==> src/rtl/dpe_tx_arb_if.sv <==
// ---------------------------------------------------------------------------
// dpe_tx_arb_if
//
// Bundle of the AXI-Stream signals around the TX arbiter: the packed per-port
// requester streams on one side and the single stream towards the MAC on the
// other.
//
//   in_tdata   [NUM_PORTS*DATA_WIDTH]   requester data, port p at [p*DATA_WIDTH +: DATA_WIDTH]
//   in_tkeep   [NUM_PORTS*DATA_WIDTH/8] requester byte enables, packed per port
//   in_tuser   [NUM_PORTS*USER_WIDTH]   requester sideband, packed per port
//   in_tvalid  [NUM_PORTS]              per-port valid
//   in_tlast   [NUM_PORTS]              per-port end of frame
//   in_tready  [NUM_PORTS]              per-port ready (driven by the arbiter)
//   out_tdata / out_tkeep / out_tuser   stream towards the MAC
//   out_tvalid / out_tlast              stream towards the MAC
//   out_tready                          backpressure from the MAC
//
// Modports:
//   slave  - the arbiter's view (consumes requester streams, drives the MAC side)
//   master - the environment's view (drives requesters and MAC backpressure)
// ---------------------------------------------------------------------------
interface dpe_tx_arb_if #(
   parameter int DATA_WIDTH = 128,
   parameter int USER_WIDTH = 1,
   parameter int NUM_PORTS  = 4
);
   localparam int KEEP_WIDTH = DATA_WIDTH / 8;

   logic [NUM_PORTS*DATA_WIDTH-1:0] in_tdata;
   logic [NUM_PORTS*KEEP_WIDTH-1:0] in_tkeep;
   logic [NUM_PORTS*USER_WIDTH-1:0] in_tuser;
   logic [NUM_PORTS-1:0]            in_tvalid;
   logic [NUM_PORTS-1:0]            in_tlast;
   logic [NUM_PORTS-1:0]            in_tready;

   logic [DATA_WIDTH-1:0]           out_tdata;
   logic [KEEP_WIDTH-1:0]           out_tkeep;
   logic [USER_WIDTH-1:0]           out_tuser;
   logic                            out_tvalid;
   logic                            out_tlast;
   logic                            out_tready;

   modport slave (
      input  in_tdata, in_tkeep, in_tuser, in_tvalid, in_tlast,
      output in_tready,
      output out_tdata, out_tkeep, out_tuser, out_tvalid, out_tlast,
      input  out_tready
   );

   modport master (
      output in_tdata, in_tkeep, in_tuser, in_tvalid, in_tlast,
      input  in_tready,
      input  out_tdata, out_tkeep, out_tuser, out_tvalid, out_tlast,
      output out_tready
   );
endinterface

==> src/rtl/dpe_tx_arb.sv <==
// ---------------------------------------------------------------------------
// dpe_tx_arb
//
// Packet-granular round-robin arbiter sharing the MAC TX AXI-Stream input
// between NUM_PORTS requesters. A granted port owns the output until its tlast
// beat is accepted, so frames are never interleaved. A one-beat output register
// decouples the MAC from the requester paths.
//
// Ports:
//   clk          single clock
//   rst_n        asynchronous-assert, active-low reset
//   bus          dpe_tx_arb_if.slave: requester streams in, MAC stream out
//   cfg_port_en  per-port enable mask, only looked at while arbitrating
//   grant        one-hot current owner, zero while idle
//   busy         high while a packet is being passed or the output holds a beat
// ---------------------------------------------------------------------------
module dpe_tx_arb #(
   parameter int DATA_WIDTH = 128,
   parameter int USER_WIDTH = 1,
   parameter int NUM_PORTS  = 4
) (
   input  logic                 clk,
   input  logic                 rst_n,
   dpe_tx_arb_if.slave          bus,
   input  logic [NUM_PORTS-1:0] cfg_port_en,
   output logic [NUM_PORTS-1:0] grant,
   output logic                 busy
);

   localparam int KEEP_WIDTH = DATA_WIDTH / 8;
   localparam int IDX_W      = (NUM_PORTS > 1) ? $clog2(NUM_PORTS) : 1;

   localparam logic [0:0] ST_IDLE = 1'b0;
   localparam logic [0:0] ST_PASS = 1'b1;

   // ------------------------------------------------------------------------
   // State
   // ------------------------------------------------------------------------
   logic [0:0]            state_q,      state_d;
   logic [NUM_PORTS-1:0]  grant_q,      grant_d;
   logic [IDX_W-1:0]      gidx_q,       gidx_d;       // index form of grant_q
   logic [IDX_W-1:0]      last_grant_q, last_grant_d;

   logic [DATA_WIDTH-1:0] out_tdata_q,  out_tdata_d;
   logic [KEEP_WIDTH-1:0] out_tkeep_q,  out_tkeep_d;
   logic [USER_WIDTH-1:0] out_tuser_q,  out_tuser_d;
   logic                  out_tvalid_q, out_tvalid_d;
   logic                  out_tlast_q,  out_tlast_d;

   // ------------------------------------------------------------------------
   // Per-port views of the packed requester buses
   // ------------------------------------------------------------------------
   logic [DATA_WIDTH-1:0] port_tdata [NUM_PORTS];
   logic [KEEP_WIDTH-1:0] port_tkeep [NUM_PORTS];
   logic [USER_WIDTH-1:0] port_tuser [NUM_PORTS];
   logic [NUM_PORTS-1:0]  in_tready_w;

   // The output register can take a beat when it is empty or being drained.
   logic out_room;
   assign out_room = bus.out_tready | ~out_tvalid_q;

   for (genvar gi = 0; gi < NUM_PORTS; gi++) begin : g_port
      assign port_tdata[gi]  = bus.in_tdata[gi*DATA_WIDTH +: DATA_WIDTH];
      assign port_tkeep[gi]  = bus.in_tkeep[gi*KEEP_WIDTH +: KEEP_WIDTH];
      assign port_tuser[gi]  = bus.in_tuser[gi*USER_WIDTH +: USER_WIDTH];
      // Ready never looks at in_tvalid, so requesters may wait for ready.
      assign in_tready_w[gi] = (state_q == ST_PASS) & grant_q[gi] & out_room;
   end

   assign bus.in_tready = in_tready_w;

   // ------------------------------------------------------------------------
   // Round-robin selection: first request strictly after last_grant_q,
   // wrapping, with last_grant_q itself checked last.
   // ------------------------------------------------------------------------
   logic [NUM_PORTS-1:0] req;
   logic                 sel_found;
   logic [IDX_W-1:0]     sel_idx;
   logic [IDX_W-1:0]     cand_idx;
   int                   cand;

   assign req = bus.in_tvalid & cfg_port_en;

   always_comb begin
      sel_found = 1'b0;
      sel_idx   = '0;
      cand      = 0;
      cand_idx  = '0;
      for (int k = 1; k <= NUM_PORTS; k++) begin
         cand     = (int'(last_grant_q) + k) % NUM_PORTS;
         cand_idx = IDX_W'(cand);
         if (!sel_found && req[cand_idx]) begin
            sel_found = 1'b1;
            sel_idx   = cand_idx;
         end
      end
   end

   // ------------------------------------------------------------------------
   // Beat transfer from the granted port
   // ------------------------------------------------------------------------
   logic accept;
   logic sel_tlast;

   assign accept    = (state_q == ST_PASS) & bus.in_tvalid[gidx_q] & out_room;
   assign sel_tlast = bus.in_tlast[gidx_q];

   // ------------------------------------------------------------------------
   // FSM next state
   // ------------------------------------------------------------------------
   always_comb begin
      state_d      = state_q;
      grant_d      = grant_q;
      gidx_d       = gidx_q;
      last_grant_d = last_grant_q;

      case (state_q)
         ST_IDLE: begin
            if (sel_found) begin
               grant_d          = '0;
               grant_d[sel_idx] = 1'b1;
               gidx_d           = sel_idx;
               state_d          = ST_PASS;
            end
         end
         ST_PASS: begin
            // Ownership ends only on an accepted tlast beat; a stalled or
            // disabled owner keeps the grant.
            if (accept && sel_tlast) begin
               last_grant_d = gidx_q;
               grant_d      = '0;
               state_d      = ST_IDLE;
            end
         end
         default: begin
            grant_d = '0;
            state_d = ST_IDLE;
         end
      endcase
   end

   // ------------------------------------------------------------------------
   // Output register next state
   // ------------------------------------------------------------------------
   always_comb begin
      out_tdata_d  = out_tdata_q;
      out_tkeep_d  = out_tkeep_q;
      out_tuser_d  = out_tuser_q;
      out_tvalid_d = out_tvalid_q;
      out_tlast_d  = out_tlast_q;

      if (accept) begin
         // Covers the simultaneous drain-and-load case: valid stays high.
         out_tdata_d  = port_tdata[gidx_q];
         out_tkeep_d  = port_tkeep[gidx_q];
         out_tuser_d  = port_tuser[gidx_q];
         out_tlast_d  = sel_tlast;
         out_tvalid_d = 1'b1;
      end else if (bus.out_tready) begin
         out_tvalid_d = 1'b0;
      end
   end

   // ------------------------------------------------------------------------
   // Registers
   // ------------------------------------------------------------------------
   always_ff @(posedge clk or negedge rst_n) begin
      if (!rst_n) begin
         state_q      <= ST_IDLE;
         grant_q      <= '0;
         gidx_q       <= '0;
         // Port 0 gets first priority after reset.
         last_grant_q <= IDX_W'(NUM_PORTS - 1);
         out_tdata_q  <= '0;
         out_tkeep_q  <= '0;
         out_tuser_q  <= '0;
         out_tvalid_q <= 1'b0;
         out_tlast_q  <= 1'b0;
      end else begin
         state_q      <= state_d;
         grant_q      <= grant_d;
         gidx_q       <= gidx_d;
         last_grant_q <= last_grant_d;
         out_tdata_q  <= out_tdata_d;
         out_tkeep_q  <= out_tkeep_d;
         out_tuser_q  <= out_tuser_d;
         out_tvalid_q <= out_tvalid_d;
         out_tlast_q  <= out_tlast_d;
      end
   end

   // ------------------------------------------------------------------------
   // Outputs
   // ------------------------------------------------------------------------
   assign bus.out_tdata  = out_tdata_q;
   assign bus.out_tkeep  = out_tkeep_q;
   assign bus.out_tuser  = out_tuser_q;
   assign bus.out_tvalid = out_tvalid_q;
   assign bus.out_tlast  = out_tlast_q;

   assign grant = grant_q;
   assign busy  = (state_q == ST_PASS) | out_tvalid_q;

endmodule

==> src/flat_wrapper.sv <==
// flat-port wrapper written by rule: the top's interface ports become plain ports
module dpe_tx_arb_flat 
#(
   parameter int DATA_WIDTH = 128,
   parameter int USER_WIDTH = 1,
   parameter int NUM_PORTS  = 4
)
  (clk, rst_n, cfg_port_en, grant, busy, bus_in_tdata, bus_in_tkeep, bus_in_tuser, bus_in_tvalid, bus_in_tlast, bus_in_tready, bus_out_tdata, bus_out_tkeep, bus_out_tuser, bus_out_tvalid, bus_out_tlast, bus_out_tready);
  dpe_tx_arb_if #(.DATA_WIDTH(DATA_WIDTH), .USER_WIDTH(USER_WIDTH), .NUM_PORTS(NUM_PORTS)) bus_i ();
  input  logic clk;
  input  logic rst_n;
  input  logic [NUM_PORTS-1:0] cfg_port_en;
  output logic [NUM_PORTS-1:0] grant;
  output logic busy;
  input wire logic [$bits(bus_i.in_tdata)-1:0] bus_in_tdata;
  input wire logic [$bits(bus_i.in_tkeep)-1:0] bus_in_tkeep;
  input wire logic [$bits(bus_i.in_tuser)-1:0] bus_in_tuser;
  input wire logic [$bits(bus_i.in_tvalid)-1:0] bus_in_tvalid;
  input wire logic [$bits(bus_i.in_tlast)-1:0] bus_in_tlast;
  output wire logic [$bits(bus_i.in_tready)-1:0] bus_in_tready;
  output wire logic [$bits(bus_i.out_tdata)-1:0] bus_out_tdata;
  output wire logic [$bits(bus_i.out_tkeep)-1:0] bus_out_tkeep;
  output wire logic [$bits(bus_i.out_tuser)-1:0] bus_out_tuser;
  output wire logic [$bits(bus_i.out_tvalid)-1:0] bus_out_tvalid;
  output wire logic [$bits(bus_i.out_tlast)-1:0] bus_out_tlast;
  input wire logic [$bits(bus_i.out_tready)-1:0] bus_out_tready;
  assign bus_i.in_tdata = bus_in_tdata;
  assign bus_i.in_tkeep = bus_in_tkeep;
  assign bus_i.in_tuser = bus_in_tuser;
  assign bus_i.in_tvalid = bus_in_tvalid;
  assign bus_i.in_tlast = bus_in_tlast;
  assign bus_in_tready = bus_i.in_tready;
  assign bus_out_tdata = bus_i.out_tdata;
  assign bus_out_tkeep = bus_i.out_tkeep;
  assign bus_out_tuser = bus_i.out_tuser;
  assign bus_out_tvalid = bus_i.out_tvalid;
  assign bus_out_tlast = bus_i.out_tlast;
  assign bus_i.out_tready = bus_out_tready;
  dpe_tx_arb #(.DATA_WIDTH(DATA_WIDTH), .USER_WIDTH(USER_WIDTH), .NUM_PORTS(NUM_PORTS)) u_core (.clk(clk), .rst_n(rst_n), .bus(bus_i), .cfg_port_en(cfg_port_en), .grant(grant), .busy(busy));
endmodule
==> config.mk <==
export PLATFORM = sky130hd
export DESIGN_NAME = dpe_tx_arb_flat
export DESIGN_NICKNAME = d
export VERILOG_FILES = /design/src/rtl/dpe_tx_arb_if.sv /design/src/rtl/dpe_tx_arb.sv /design/src/flat_wrapper.sv
export SDC_FILE = /design/constraint.sdc
export NUM_CORES = 1
export LEC_CHECK = 0
export ABC_AREA = 1
export BUFFER_PORTS_ARGS = -buffer_cell sky130_fd_sc_hd__buf_2
export CAP_MARGIN = 20
export CORE_AREA = 2 2 290 292
export DETAILED_ROUTE_END_ITERATION = 8
export DIE_AREA = 0 0 292 294
export GPL_TIMING_DRIVEN = 0
export MAX_ROUTING_LAYER = met4
export SLEW_MARGIN = 20
export SYNTH_ARGS = -nofsm -noshare
export SYNTH_HDL_FRONTEND = slang
export SYNTH_SLANG_ARGS = --single-unit
==> constraint.sdc <==
create_clock -name clk -period 2.73 [get_ports clk]
set_input_delay 0.273 -clock clk [delete_from_list [all_inputs] [get_ports clk]]
set_output_delay 0.273 -clock clk [all_outputs]
set_load 0.05 [all_outputs]
==> metrics, run 1 <==
status=completed; WS Path Type=reg -> reg; clk_lat worst skew=0.49 ns; # fillers=9638; min-delay worst type=in -> reg; Post-DP HPWL=around 63 mm; post-route cell area=0.0159 mm^2; drt pass-1 iters=5; total power draw=approximately 23 mW; post-CTS setup buffers=0; worst ir drop on vdd=0.534 mV; via count of the first global-routing pass=between 10k and 15k; # nets final=2936; GRT Max-Usage Layer=met2; area grow syn2layout=57.6%; startpoint types=flop; crit path max fanout=10; Tmin final=2.65 ns; FP Rows=106; first-pass GRT wire length=103 mm; Ports=around 750; placed cell area=0.0153 mm^2; initial antenna violation count=18; final hold vios=0; Critical Path Most Common Cell=buf_2; Max Buffers Root-to-Sink=2; #FFs+latches synth=156; # setup viols final=0; clk slew on worst S/H paths=0.09 ns; fin crit share=0.971; Antenna Nets Post-Route=0; Synth Warn #=0; H-Tree Depth=4; DRC viols=0; number of vias per cell=4.22; syn nets=2163; Final Worst Setup Slack=between 0.07 and 0.08 ns; critical path data arrival time=3.06 ns; Die H=between 200 and 300 um; GRT Total Usage=0.176; met2 Usage GRT=0.275; Mapped Cells=1568; Mean Syn Cell Area=6.44 um^2; CP endpoint kind=flop; CTS Buf Count=17; pin count of the biggest net entering global routing=80; Crit path largest cell delay=0.63 ns; Mapped Area=roughly 0.010 mm^2; GP Congestion=around 0.95; unrepaired setup endpoints after global routing=false; CTS tree=done; layout cells sized above 1=0.368; Port Buffer Count=750; Worst-Margin Slew=0.892 ns; starting density of the core=0.122; placed cell count=3400; Static Leak=7.52 nW; worst path cell trace=buf_2, inv_2, buf_2, clkbuf_1, o21ai_0, a31oi_1; Worst R2R Path Depth=6; Max Fclk=377 MHz; per-cell routed wire length=22.1 um; Global Route met3 Usage=0.0367; Max Cap Viol=0; hold path depth=3; slew margin rel.=0.406; Synth cell types=21; register area share after synthesis=0.387; slowest stage cell, crit path=clkbuf_1; Placement Setup Slack=-0.234 ns; die area=~0.086 mm^2; Die X=292 um; Power Density=1430 mW/mm^2; clock skew=0.0216 ns; Via Count=about 15k; clock sinks=156; CTS Root Cell=clkbuf_16; met1 usage=0.210; post-route insts no fill=3446; grt total ovfl=0; DRT iter0 DRCs=792; Crit path required time=3.14 ns; max-slew violation count=0; core footprint=0.0829 mm^2; Post-Route WL=76.2 mm
logic make-up after synthesis:
kind of cell / count (synthesis) / share of synthesized area
AOI/OAI and AO/OA: 450 / 0.242
buffers and inverters: 141 / 0.0622
DFF: 156 / 0.387
and+or+nand+nor: 821 / 0.309
layer usage:
| layer | part of all wire | vias up |
|---|---|---|
| li1 | - | 6786 |
| met1 | 0.42 | 6758 |
| met2 | 0.45 | 834 |
| met3 | 0.073 | 149 |
| met4 | 0.055 | 0 |
| met5 | 0 | - |
flip-flops by register name, summed over array words and instances, names as in the netlist:
| signal | count |
|---|---|
| u_core.state_q | 1 |
| u_core.last_grant_q | 2 |
| u_core.gidx_q | 2 |
| u_core.bus.out_tuser | 1 |
| u_core.grant | 4 |
| u_core.bus.out_tlast | 1 |
| u_core.bus.out_tdata | 128 |
| u_core.bus.out_tvalid | 1 |
| u_core.bus.out_tkeep | 16 |
worst max-delay path: cells and delay by family, from the launching register on:
family,cells,cell delay (ns)
flops,1,0.36
buf+inv,4,1.49
compound gates,2,0.73
final cells by class:
cell class / instances / area, um^2 / share of cell area
clock buffers: 22 / 454 / 0.0285
clock inverters: 10 / 119 / 0.00747
well taps: 1080 / 1350 / 0.0849
plain buffers: 130 / 607 / 0.0381
flip-flops and latches: 156 / 3910 / 0.246
multi-input cells: 1271 / 5560 / 0.349
repair buffers: 754 / 3840 / 0.241
inverters: 11 / 43.8 / 0.00275
diodes: 12 / 30.0 / 0.00189
where the power goes:
| group | total (mW) | internal [mW] | switching (mW) | leakage (nW) |
|---|---|---|---|---|
| Sequential | 4.25 | 3.53 | 0.724 | 1.74 |
| Combinational | 15.9 | 3.78 | 12.2 | 5.52 |
| Clock | 2.58 | 1.37 | 1.21 | 0.271 |
what timing repair did:
| action | CTS | global route |
|---|---|---|
| hold endpoints to repair | 76 | 0 |
| hold buffers | 2 | 0 |
| cloned | 0 | 0 |
| pin swaps | 0 | 0 |
| gates resized for setup | 3 | 2 |
| setup endpoints to repair | 3 | 2 |
cells in the final DEF, fill, tap and decap left out, types with 2 or more instances in the layout:
cell	instances
a31oi_1	146
buf_6	2
clkbuf_1	53
dlygate4sd3_1	2
nand2_1	56
dfrtp_1	154
inv_2	3
buf_1	5
nand2_2	2
nand4_1	4
bufinv_16	2
buf_16	2
dfstp_2	2
inv_1	7
clkinv_2	2
clkbuf_2	9
clkinvlp_4	3
clkinv_4	2
buf_2	811
o21ai_0	297
nand3_1	14
clkbuf_16	17
nor2_1	744
diode_2	12
o21ai_1	5
synthesized netlist by cell type, drive strengths merged:
cell type	count	area, um^2
clkbuf	59	221
nor2	745	2800
buf	71	363
inv	11	43.8
o21ai	303	1520
nand2	58	223
dfrtp	154	3850
dfstp	2	52.6
a31oi	146	913
nand4	4	25.0
nand3	14	70.1
a21oi	1	8.76
metrics by stage:
step,util,setup TNS (ns),hold slack (ns)
2_1_floorplan,-,0,-0.0226
5_1_grt,0.192,0,0.0799
3_3_place_gp,0.183,-242.50,0.463
3_5_place_dp,0.184,-0.265,0.280
4_1_cts,0.192,0,0.0322
6_report,0.192,0,0.0991
final timing paths:
check / start / end / slack, ns
min in group asynchronous: rst_n / u_core.bus.out_tdata[119] / 0.34
max in group asynchronous: rst_n / u_core.bus.out_tdata[63] / 1.45
hold / removal: bus_in_tdata[497] / u_core.bus.out_tdata[113] / 0.1
setup reg to reg: u_core.gidx_q[0] / u_core.bus.out_tdata[55] / 0.08
setup / recovery: u_core.gidx_q[0] / u_core.bus.out_tdata[55] / 0.08
hold reg to reg: u_core.bus.out_tlast / u_core.bus.out_tlast / 0.49
Note: power is estimated with default switching activity, not from simulation.
==> run 2, diff against run 1 <==
MAX_ROUTING_LAYER = unset   (was met4)
==> metrics, run 2 (synthesis results as in run 1) <==
clock skew=0.0219 ns (+0.000280 ns); Max Cap Viol=0 (unchanged); Port Buffer Count=750 (unchanged); worst hold margin=0.0940 ns (-0.00504 ns); crit path max fanout=10 (unchanged); hold path depth=3 (unchanged); min-delay worst type=in -> reg; commonest non-fill, non-tap cell in the layout=buf_2; startpoint types=flop; core footprint=0.0829 mm^2 (unchanged); Post-DP HPWL=63.2 mm (+0.16%); Sw Share=0.616 (-0.00323); Static Leak=7.56 nW (+0.51%); CTS Buf Count=17 (unchanged); area grow syn2layout=58.1%; Net Switching=14.1 mW (+0.28%); Tmin final=2.65 ns (+0.0000895 ns); setup slack, reg-to-reg=0.08 ns (about the same); worst ir drop on vdd=0.525 mV (-1.8%); max reg flops=128 (unchanged); Clk pwr share=0.118 (+0.005); Die H=294 um (unchanged); H-Tree Depth=4 (unchanged); R2R Path Start=u_core.gidx_q[0]; Antenna Nets Post-Route=0 (unchanged); drt pass-1 iters=5 (unchanged); FP Rows=106 (unchanged); CP endpoint kind=flop; Die X=292 um (unchanged); number of vias per cell=4.19 (-0.49%); post-route cell area=0.0160 mm^2 (+0.30%); sequential share of power=0.185 (-0.002); Ports=751 (unchanged); total power draw=23.0 mW (+0.81%); unrepaired setup endpoints after global routing=false; Crit path required time=3.13 ns (about the same); WS Path Type=reg -> reg; Power Density=1440 mW/mm^2 (+0.51%); # nets final=2937 (+0.034%); placed cell area=0.0153 mm^2 (+0.19%); final hold vios=0 (unchanged); Pint=8.83 mW (+1.7%); DRC viols=0 (unchanged); clock sinks=156 (unchanged); # setup viols final=0 (unchanged); GRT Total Usage=0.170 (-0.00580); worst path cell trace=buf_2, inv_2, buf_2, clkbuf_1, o21ai_0, a31oi_1; clk slew on worst S/H paths=0.08 ns (about the same); Combinational Power Share=0.697 (-0.003); Crit path largest cell delay=0.64 ns (about the same); first-pass GRT wire length=102 mm (-0.60%); fin crit share=0.971 (about the same); CTS tree=done; Via Count=14.4k (-0.61%); pin count of the biggest net entering global routing=80 (unchanged); worst hold start=bus_in_tdata[503]; starting density of the core=0.122 (unchanged); layout cells sized above 1=0.370 (+0.00170); critical path data arrival time=3.05 ns (about the same); grt total ovfl=0 (unchanged); via count of the first global-routing pass=14.0k (-1.5%); per-cell routed wire length=22.2 um (+0.26%); GP Congestion=0.939 (-1.5%); Critical R2R Capture=u_core.bus.out_tdata[55]; status=completed; Critical Path Most Common Cell=buf_2; Worst Hold Endpoint=u_core.bus.out_tdata[119]; CTS Root Cell=clkbuf_16; Post-Route Utilization=0.192 (+0.000573); slew margin rel.=0.384 (-0.0212); clk_lat worst skew=0.50 ns (about the same); Worst R2R Path Depth=6 (unchanged); max-slew violation count=0 (unchanged); Post-Route WL=76.3 mm (+0.15%); Worst-Margin Slew=0.923 ns (+0.0318 ns); Max Fclk=377 MHz (about the same); die area=0.0858 mm^2 (unchanged); Max Buffers Root-to-Sink=2 (unchanged); DRT iter0 DRCs=871 (+10%); slowest stage cell, crit path=clkbuf_1; most frequent cells in the layout=812 x buf_2, 744 x nor2_1, 297 x o21ai_0; initial antenna violation count=18 (unchanged)
==> run 2: cell types whose count changed in the layout (fill, tap and decap cells not counted), sizes merged <==
cell | before | now
clkinv | 4 | 3
clkinvlp | 3 | 2
bufinv | 2 | 3
clkdlybuf4s15 | 1 | 0
inv | 12 | 15
clkbuf | 81 | 78
buf | 822 | 824
diode | 12 | 8
==> run 2: power by group through the flow <==
stage	Clock, mW	Combinational, mW	Sequential (mW)
floorplan	0	6.07	7.96
global placement	0	16.0	4.22
detailed placement	0	16.1	4.28
CTS	2.82	16.2	4.25
global route	2.88	17.1	4.38
finish	2.71	16.0	4.25
==> run 2: how the worst max path moves through the flow <==
stage,cells after the start,end,start
finish,6,u_core.bus.out_tdata[55],u_core.gidx_q[0]
global route,6,u_core.bus.out_tdata[113],u_core.gidx_q[0]
CTS,6,u_core.bus.out_tdata[113],u_core.gidx_q[0]
detailed placement,5,u_core.bus.out_tdata[73],u_core.gidx_q[1]
global placement,1,u_core.bus.out_tdata[43],rst_n
floorplan,9,u_core.bus.out_tdata[0],u_core.bus.out_tvalid
==> run 2: per-stage QoR <==
| step | instances | worst slack [ns] | TNS, ns |
|---|---|---|---|
| final | 3442 | 0.0780 | 0 |
| after CTS | 3434 | 0.0754 | 0 |
| after floorplan | 1568 | 0.979 | 0 |
| after detailed placement | 3401 | -0.0353 | -0.0543 |
| after global placement | 3398 | -1.47 | -261.78 |
| after global routing | 3436 | 0.0474 | 0 |
==> run 2: routing by layer <==
layer / share of wire / vias up / GRT usage
met5: 0.00060 / - / 0
met4: 0.049 / 6 / 0.0942
met3: 0.071 / 136 / 0.0331
met2: 0.46 / 718 / 0.281
met1: 0.41 / 6782 / 0.208
li1: - / 6797 / -
==> run 2: cell type report <==
| class | count | area [um^2] |
|---|---|---|
| plain buffers | 130 | 598 |
| clock buffers | 19 | 453 |
| repair buffers | 755 | 3870 |
| multi-input cells | 1271 | 5560 |
| inverters | 11 | 43.8 |
| diodes | 8 | 20.0 |
| flip-flops and latches | 156 | 3910 |
| well taps | 1080 | 1350 |
| fillers | 9656 | 66900 |
| clock inverters | 12 | 159 |
==> run 2: critical path: cells and delay by family, from the launching register on <==
family | cells | cell delay (ns)
buffers and inverters | 4 | 1.50
AOI/OAI and AO/OA | 2 | 0.70
DFF | 1 | 0.35
==> run 2: timing repair <==
action / in CTS / in global routing
hold endpoints to repair: 77 / 0
setup endpoints to repair: 2 / 0
setup buffers: 0 / 0
gates resized for setup: 1 / 0
hold buffers: 2 / 0
